--- src/rtl/decode_issue_stage_if.sv ---
// -----------------------------------------------------------------------------
// decode_issue_stage_if
//   Bundles every non-clock signal of the decode/issue stage: the fetch
//   handshake, flush, register bank read port, downstream issue bus and the
//   writeback notification.
//   Modports:
//     slave  - the decode/issue stage itself
//     master - the environment around it (fetch, register bank, execute, wb)
// -----------------------------------------------------------------------------
interface decode_issue_stage_if;
  // Fetch side
  logic        inValid;
  logic        inReady;
  logic [31:0] inInstr;
  logic        flush;
  // Register bank read port
  logic [4:0]  regAddr_1;
  logic [4:0]  regAddr_2;
  logic [31:0] regReadData_1;
  logic [31:0] regReadData_2;
  // Downstream issue bus
  logic        outValid;
  logic        outReady;
  logic [5:0]  outOpcode;
  logic [5:0]  outFunct;
  logic [31:0] outOpA;
  logic [31:0] outOpB;
  logic [31:0] outImm;
  logic [4:0]  outDst;
  logic        outWrites;
  // Writeback notification
  logic        wbValid;
  logic [4:0]  wbAddr;

  modport slave (
    input  inValid, inInstr, flush,
    input  regReadData_1, regReadData_2,
    input  outReady,
    input  wbValid, wbAddr,
    output inReady,
    output regAddr_1, regAddr_2,
    output outValid, outOpcode, outFunct, outOpA, outOpB, outImm,
    output outDst, outWrites
  );

  modport master (
    output inValid, inInstr, flush,
    output regReadData_1, regReadData_2,
    output outReady,
    output wbValid, wbAddr,
    input  inReady,
    input  regAddr_1, regAddr_2,
    input  outValid, outOpcode, outFunct, outOpA, outOpB, outImm,
    input  outDst, outWrites
  );
endinterface

--- src/rtl/decode_issue_stage.sv ---
// -----------------------------------------------------------------------------
// decode_issue_stage
//   Holds one fetched instruction, drives the register bank read addresses
//   from it, decodes it and issues it downstream together with its operands.
//   A 32-entry busy scoreboard stalls issue on RAW and WAW hazards until the
//   pending destination is written back.
//   Ports:
//     clk - rising-edge clock
//     rst - asynchronous active-low reset (release expected synchronous)
//     bus - decode_issue_stage_if.slave: fetch handshake, flush, register
//           bank read port, issue bus, writeback notification
// -----------------------------------------------------------------------------
module decode_issue_stage (
  input  logic                  clk,
  input  logic                  rst,
  decode_issue_stage_if.slave   bus
);

  localparam logic [5:0] OP_RTYPE = 6'h00;
  localparam logic [5:0] OP_STORE = 6'h2B;
  localparam logic [5:0] OP_BEQ   = 6'h04;

  // How an opcode uses its register fields.
  typedef enum logic [1:0] {
    CLS_RTYPE,    // reads rs, rt; writes rd
    CLS_NOWRITE,  // reads rs, rt; writes nothing
    CLS_IMM       // reads rs; writes rt
  } instr_class_e;

  // Held instruction and scoreboard
  logic        r_h_valid;
  logic [31:0] r_h_instr;
  logic [31:0] r_busy;     // bit 0 is always 0 so r0 never stalls

  // Decode
  logic [5:0]   w_opcode;
  logic [4:0]   w_rs;
  logic [4:0]   w_rt;
  logic [4:0]   w_rd;
  instr_class_e w_class;
  logic         w_reads_rt;
  logic [4:0]   w_dst_raw;
  logic         w_writes;
  logic [4:0]   w_dst;

  // Control
  logic        w_hazard;
  logic        w_out_valid;
  logic        w_issue;
  logic        w_in_ready;
  logic        w_accept;
  logic [31:0] w_busy_clr;
  logic [31:0] w_busy_set;
  logic [31:0] w_busy_next;

  assign w_opcode = r_h_instr[31:26];
  assign w_rs     = r_h_instr[25:21];
  assign w_rt     = r_h_instr[20:16];
  assign w_rd     = r_h_instr[15:11];

  // NOTE: every signal written here gets a default first, so no path through
  // the case leaves it unassigned and no latch is inferred.
  always_comb begin
    w_class   = CLS_IMM;
    w_dst_raw = w_rt;
    case (w_opcode)
      OP_RTYPE: begin
        w_class   = CLS_RTYPE;
        w_dst_raw = w_rd;
      end
      OP_STORE, OP_BEQ: begin
        w_class   = CLS_NOWRITE;
        w_dst_raw = 5'd0;
      end
      default: ;
    endcase
  end

  assign w_reads_rt = (w_class != CLS_IMM);
  // A write to r0 is architecturally a no-op, so it is not a write at all.
  assign w_writes   = (w_class != CLS_NOWRITE) && (w_dst_raw != 5'd0);
  assign w_dst      = w_writes ? w_dst_raw : 5'd0;

  // An I-type's rt is a destination, not a source: only its WAW term applies.
  assign w_hazard = r_busy[w_rs]
                  | (w_reads_rt & r_busy[w_rt])
                  | (w_writes   & r_busy[w_dst]);

  assign w_out_valid = r_h_valid & ~w_hazard & ~bus.flush;
  assign w_issue     = w_out_valid & bus.outReady;
  // Flush empties the stage, so it can always take a new word (then dropped).
  assign w_in_ready  = ~r_h_valid | w_issue | bus.flush;
  assign w_accept    = bus.inValid & w_in_ready;

  // Clear is applied before set so an issue to the register being written
  // back in the same cycle leaves it busy.
  assign w_busy_clr  = bus.wbValid ? (32'd1 << bus.wbAddr) : 32'd0;
  assign w_busy_set  = (w_issue & w_writes) ? (32'd1 << w_dst) : 32'd0;
  assign w_busy_next = (r_busy & ~w_busy_clr) | w_busy_set;

  // NOTE: state registers use non-blocking assignments so every flop samples
  // the pre-edge values regardless of statement order.
  always_ff @(posedge clk or negedge rst) begin
    if (!rst) begin
      r_h_valid <= 1'b0;
      r_h_instr <= 32'd0;
      // NOTE: the scoreboard is reset as a whole; stale busy bits would
      // otherwise stall the first instructions after reset forever.
      r_busy    <= 32'd0;
    end else begin
      r_busy <= {w_busy_next[31:1], 1'b0};
      if (bus.flush) begin
        r_h_valid <= 1'b0;
      end else if (w_accept) begin
        r_h_valid <= 1'b1;
        r_h_instr <= bus.inInstr;
      end else if (w_issue) begin
        r_h_valid <= 1'b0;
      end
    end
  end

  assign bus.inReady   = w_in_ready;
  assign bus.regAddr_1 = w_rs;
  assign bus.regAddr_2 = w_rt;
  assign bus.outValid  = w_out_valid;
  assign bus.outOpcode = w_opcode;
  assign bus.outFunct  = r_h_instr[5:0];
  assign bus.outOpA    = bus.regReadData_1;
  assign bus.outOpB    = bus.regReadData_2;
  assign bus.outImm    = {{16{r_h_instr[15]}}, r_h_instr[15:0]};
  assign bus.outDst    = w_dst;
  assign bus.outWrites = w_writes;

endmodule

--- src/flat_wrapper.sv ---
// flat-port wrapper written by rule: the top's interface ports become plain ports
module decode_issue_stage_flat 
  (clk, rst, bus_inValid, bus_inInstr, bus_flush, bus_regReadData_1, bus_regReadData_2, bus_outReady, bus_wbValid, bus_wbAddr, bus_inReady, bus_regAddr_1, bus_regAddr_2, bus_outValid, bus_outOpcode, bus_outFunct, bus_outOpA, bus_outOpB, bus_outImm, bus_outDst, bus_outWrites);
  decode_issue_stage_if bus_i ();
  input  logic clk;
  input  logic rst;
  input wire logic [$bits(bus_i.inValid)-1:0] bus_inValid;
  input wire logic [$bits(bus_i.inInstr)-1:0] bus_inInstr;
  input wire logic [$bits(bus_i.flush)-1:0] bus_flush;
  input wire logic [$bits(bus_i.regReadData_1)-1:0] bus_regReadData_1;
  input wire logic [$bits(bus_i.regReadData_2)-1:0] bus_regReadData_2;
  input wire logic [$bits(bus_i.outReady)-1:0] bus_outReady;
  input wire logic [$bits(bus_i.wbValid)-1:0] bus_wbValid;
  input wire logic [$bits(bus_i.wbAddr)-1:0] bus_wbAddr;
  output wire logic [$bits(bus_i.inReady)-1:0] bus_inReady;
  output wire logic [$bits(bus_i.regAddr_1)-1:0] bus_regAddr_1;
  output wire logic [$bits(bus_i.regAddr_2)-1:0] bus_regAddr_2;
  output wire logic [$bits(bus_i.outValid)-1:0] bus_outValid;
  output wire logic [$bits(bus_i.outOpcode)-1:0] bus_outOpcode;
  output wire logic [$bits(bus_i.outFunct)-1:0] bus_outFunct;
  output wire logic [$bits(bus_i.outOpA)-1:0] bus_outOpA;
  output wire logic [$bits(bus_i.outOpB)-1:0] bus_outOpB;
  output wire logic [$bits(bus_i.outImm)-1:0] bus_outImm;
  output wire logic [$bits(bus_i.outDst)-1:0] bus_outDst;
  output wire logic [$bits(bus_i.outWrites)-1:0] bus_outWrites;
  assign bus_i.inValid = bus_inValid;
  assign bus_i.inInstr = bus_inInstr;
  assign bus_i.flush = bus_flush;
  assign bus_i.regReadData_1 = bus_regReadData_1;
  assign bus_i.regReadData_2 = bus_regReadData_2;
  assign bus_i.outReady = bus_outReady;
  assign bus_i.wbValid = bus_wbValid;
  assign bus_i.wbAddr = bus_wbAddr;
  assign bus_inReady = bus_i.inReady;
  assign bus_regAddr_1 = bus_i.regAddr_1;
  assign bus_regAddr_2 = bus_i.regAddr_2;
  assign bus_outValid = bus_i.outValid;
  assign bus_outOpcode = bus_i.outOpcode;
  assign bus_outFunct = bus_i.outFunct;
  assign bus_outOpA = bus_i.outOpA;
  assign bus_outOpB = bus_i.outOpB;
  assign bus_outImm = bus_i.outImm;
  assign bus_outDst = bus_i.outDst;
  assign bus_outWrites = bus_i.outWrites;
  decode_issue_stage u_core (.clk(clk), .rst(rst), .bus(bus_i));
endmodule
--- config.mk ---
export PLATFORM = sky130hd
export DESIGN_NAME = decode_issue_stage_flat
export DESIGN_NICKNAME = d
export VERILOG_FILES = /design/src/rtl/decode_issue_stage_if.sv /design/src/rtl/decode_issue_stage.sv /design/src/flat_wrapper.sv
export SDC_FILE = /design/constraint.sdc
export NUM_CORES = 1
export LEC_CHECK = 0
export BUFFER_PORTS_ARGS = -buffer_cell sky130_fd_sc_hd__clkbuf_2
export CAP_MARGIN = 10
export CORE_UTILIZATION = 40
export DETAILED_ROUTE_END_ITERATION = 10
export PLACE_DENSITY = 0.77
export SLEW_MARGIN = 20
export SYNTH_ARGS = -nofsm -noshare
export SYNTH_HDL_FRONTEND = slang
export SYNTH_SLANG_ARGS = --single-unit
--- constraint.sdc ---
create_clock -name clk -period 4.2 [get_ports clk]
set_clock_uncertainty 0.15 [all_clocks]
set_input_delay 0.21 -clock clk [delete_from_list [all_inputs] [get_ports clk]]
set_output_delay 0.21 -clock clk [all_outputs]
set_load 0.02 [all_outputs]
==> results.yml <==
power:
  pwr_density_cell_nw_per_um2: 520
  ir_worst_vdd_uv: 208
  leakage_uw: 0.00211
  power_uw: 2550
routing:
  final_antenna_net_count: 0
  initialDrtViolationCount: 381
  post_drt_wl_per_cell_um: 18.8
  drt_pass1_iterations: 5
  wirelength_um: 11200
  vias: 3523
  drc: 0
  viasPerCell: 5.88
logic_synthesis:
  synth_compound_area_share_pct: 16.7
  ys_types: 52
  synth_cells: 407
  synthMuxAreaShare_pct: 20.9
  synth-warning-count: 0
  syn_nets: 514
  synth-simple-area-share_pct: 8.00
  synth_xor_area_share_pct: 0
  synth_top_family_by_area: "multiplexers"
  ys_seq_area_share_pct: 36.3
  synth_top_cells_by_area: "dfrtp_1, buf_4, mux2_1"
  synth_top_cell_by_area: "dfrtp_1"
  avgSynthCellArea_um2: 10.8
  syn_area_um2: 4410
  synthAdderAreaFrac_pct: 0
  synth_top_area_share_pct: 36.3
  ys_ff_latch: 64
cts:
  cts_made_buffers: 9
  htree_levels: 3
  cts.sinks: 64
  path_clk_slew_ns: 0.07
  cts_setup_buffers: 0
  clk_latency_ns: 0.34
  cts_root_buf: "clkbuf_8"
  cts_tree: "done"
  clock_path_buffers: 2
setup_path:
  required_ns: 3.84
  crit_type: "reg2out"
  path_max_fanout: 27
  ff2ff_path_depth: 10
  reg2reg_slack_ns: 0.36
  arrival_ns: 3.59
  regToRegEndpoint: "u_core.r_h_instr[7]$_DFFE_PN0P_"
  worst_setup_path_start_kind: "flop"
  cp-end-kind: "primary output"
  reg2reg_from: "u_core.r_h_instr[26]$_DFFE_PN0P_"
min_path:
  min_to: "u_core.r_busy[22]$_DFF_PN0_"
  hold_class: "in2reg"
  worstHoldStart: "bus_wbAddr[2]"
  hold_depth: 4
floorplan:
  initial_core_util_pct: 42.0
  coreArea_um2: 10500
  die_h_um: 107
  ios: 233
  row_count: 37
  die_area_um2: 11400
  die_w_um: 107
finish:
  nets: 567
  diodes: 0
  syn2layout_area_growth_pct: 11.5
  fin_cells: 599
  drive_gt1_share_pct: 33.7
  postLayoutCellArea_um2: 4920
  final_core_util_pct: 46.8
placed_design:
  place_inst: 550
  gp_congestion: 0.886
  port_buffers: 104
  hpwl_um: 8120
  placed_area_um2: 4400
sta:
  fin_tns_setup_ns: 0
  maxSlewViolCount: 0
  rsz0062_at_grt: "no"
  period_minus_slack_ns: 3.95
  period_share_pct: 94.1
  hold_viol: 0
  slew_headroom_pct: 46.5
  finalSetupViolCount: 0
  worstMarginPinSlew_ns: 0.803
  max_freq_mhz: 253
grt:
  grt_pass1_wl_um: 17400
  grt_use_total_pct: 19.8
  grt_start_max_net_pins: 65
  grt-ovfl-total: 0
  grt_pass1_vias: 3282
  antenna_found_initial: 0
run_status:
  status: "finished, final reports clean"
flow_run:
  maxCapViolations: 0
[repair_timing]
| item | 4_1_cts | 5_1_grt |
|---|---|---|
| endpoints found under the hold margin | 97 | 0 |
| setup endpoints to repair | 0 | 1 |
| resized for setup | 0 | 2 |
| hold buffers | 35 | 0 |
[sequential cells by signal (all words and copies together) (netlist names)]
signal            count
u_core.r_h_instr     32
u_core.r_h_valid      1
u_core.r_busy        31
[metrics by stage]
stage | hold slack (ns) | worst slack (ns)
after floorplan | -0.236 | 0.618
after CTS | 0.153 | 0.0940
final | 0.166 | 0.247
after global routing | 0.171 | 0.0942
after detailed placement | 0.270 | 0.321
after global placement | 0.270 | 0.457
[cells by family (layout without fill, tap and decap cells)]
kind of cell           Yosys count  in the layout
AND/OR/NAND/NOR                 66             66
flip-flops                      64             64
multiplexers                    70             70
buffers and inverters          112            168
AO/OA/AOI/OAI                   95             95
[worst max path at each step]
stage / from / end / slack, ns / cells past startpoint
floorplan: u_core.r_h_instr[21]$_DFFE_PN0P_ / u_core.r_h_instr[0]$_DFFE_PN0P_ / 0.62 / 11
global placement: u_core.r_h_instr[31]$_DFFE_PN0P_ / u_core.r_busy[27]$_DFF_PN0_ / 0.46 / 11
detailed placement: u_core.r_h_instr[31]$_DFFE_PN0P_ / u_core.r_busy[10]$_DFF_PN0_ / 0.32 / 11
CTS: u_core.r_h_instr[31]$_DFFE_PN0P_ / bus_inReady / 0.09 / 11
global route: u_core.r_h_instr[31]$_DFFE_PN0P_ / bus_inReady / 0.09 / 11
finish: u_core.r_h_instr[31]$_DFFE_PN0P_ / bus_inReady / 0.25 / 11
[placed cells by master, fill, tap and decap left out, drive strengths merged, types with 2 or more instances in the layout]
master	synthesis	routed
nand3b	3	3
a32o	4	4
buf	97	8
or3	2	2
nor3b	3	3
clkbuf	7	116
nand3	12	12
mux2i	20	20
nand4	4	4
dfrtp	64	64
o211ai	2	2
o41ai	8	8
nor2	11	11
nor3	2	2
mux4	14	14
a31oi	6	6
a2111oi	2	2
a21oi	3	3
nor2b	3	3
nand2	18	18
dlygate4sd3	0	35
inv	8	8
o21ai	35	35
o31ai	26	26
mux2	36	36
nand2b	3	3
[power breakdown]
group	switching [uW]	leakage, uW	internal, uW
logic	633	0.00122	458
clock network	221	0.0000794	224
registers	249	0.000816	770
[critical path: stages (launching register included)]
cell and delay (ns):
dfrtp_1 0.45, or4_4 0.65, o31ai_4 0.24, a211oi_4 0.09, buf_4 0.27, mux2i_1 0.15
mux2_2 0.28, o221a_2 0.31, a2111oi_2 0.36, nand2b_1 0.19, nand3b_1 0.08, clkbuf_2 0.16
[final cells by class]
type | instances | area [um^2]
repair buffers | 146 | 936
clock buffers | 13 | 149
flip-flops and latches | 64 | 1600
inverters | 8 | 30.0
fillers | 944 | 5590
clock inverters | 1 | 5.00
multi-input cells | 231 | 2020
well taps | 136 | 170
[routing by layer]
layer	vias up	track usage [%]	part of all wire (%)
met2	248	31.3	46
met1	1702	25.0	40
met4	0	8.71	2.9
met5	-	2.38	0
li1	1541	-	-
met3	32	5.47	10
[cells in the mapped netlist (all sizes together)]
cell     instances
buf             97
dfrtp           64
mux2            36
o21ai           35
o31ai           26
mux2i           20
nand2           18
mux4            14
nand3           12
nor2            11
inv              8
o41ai            8
clkbuf           7
a31oi            6
a32o             4
nand4            4
a21oi            3
nand2b           3
nand3b           3
nor2b            3
nor3b            3
a2111oi          2
nor3             2
o211ai           2
or3              2
a211oi           1
a221o            1
a22oi            1
a311o            1
a311oi           1
nor4             1
nor4b            1
o2111ai          1
o221a            1
o22ai            1
o311ai           1
or2              1
or3b             1
or4              1
Note: power is estimated with default switching activity, not from simulation.
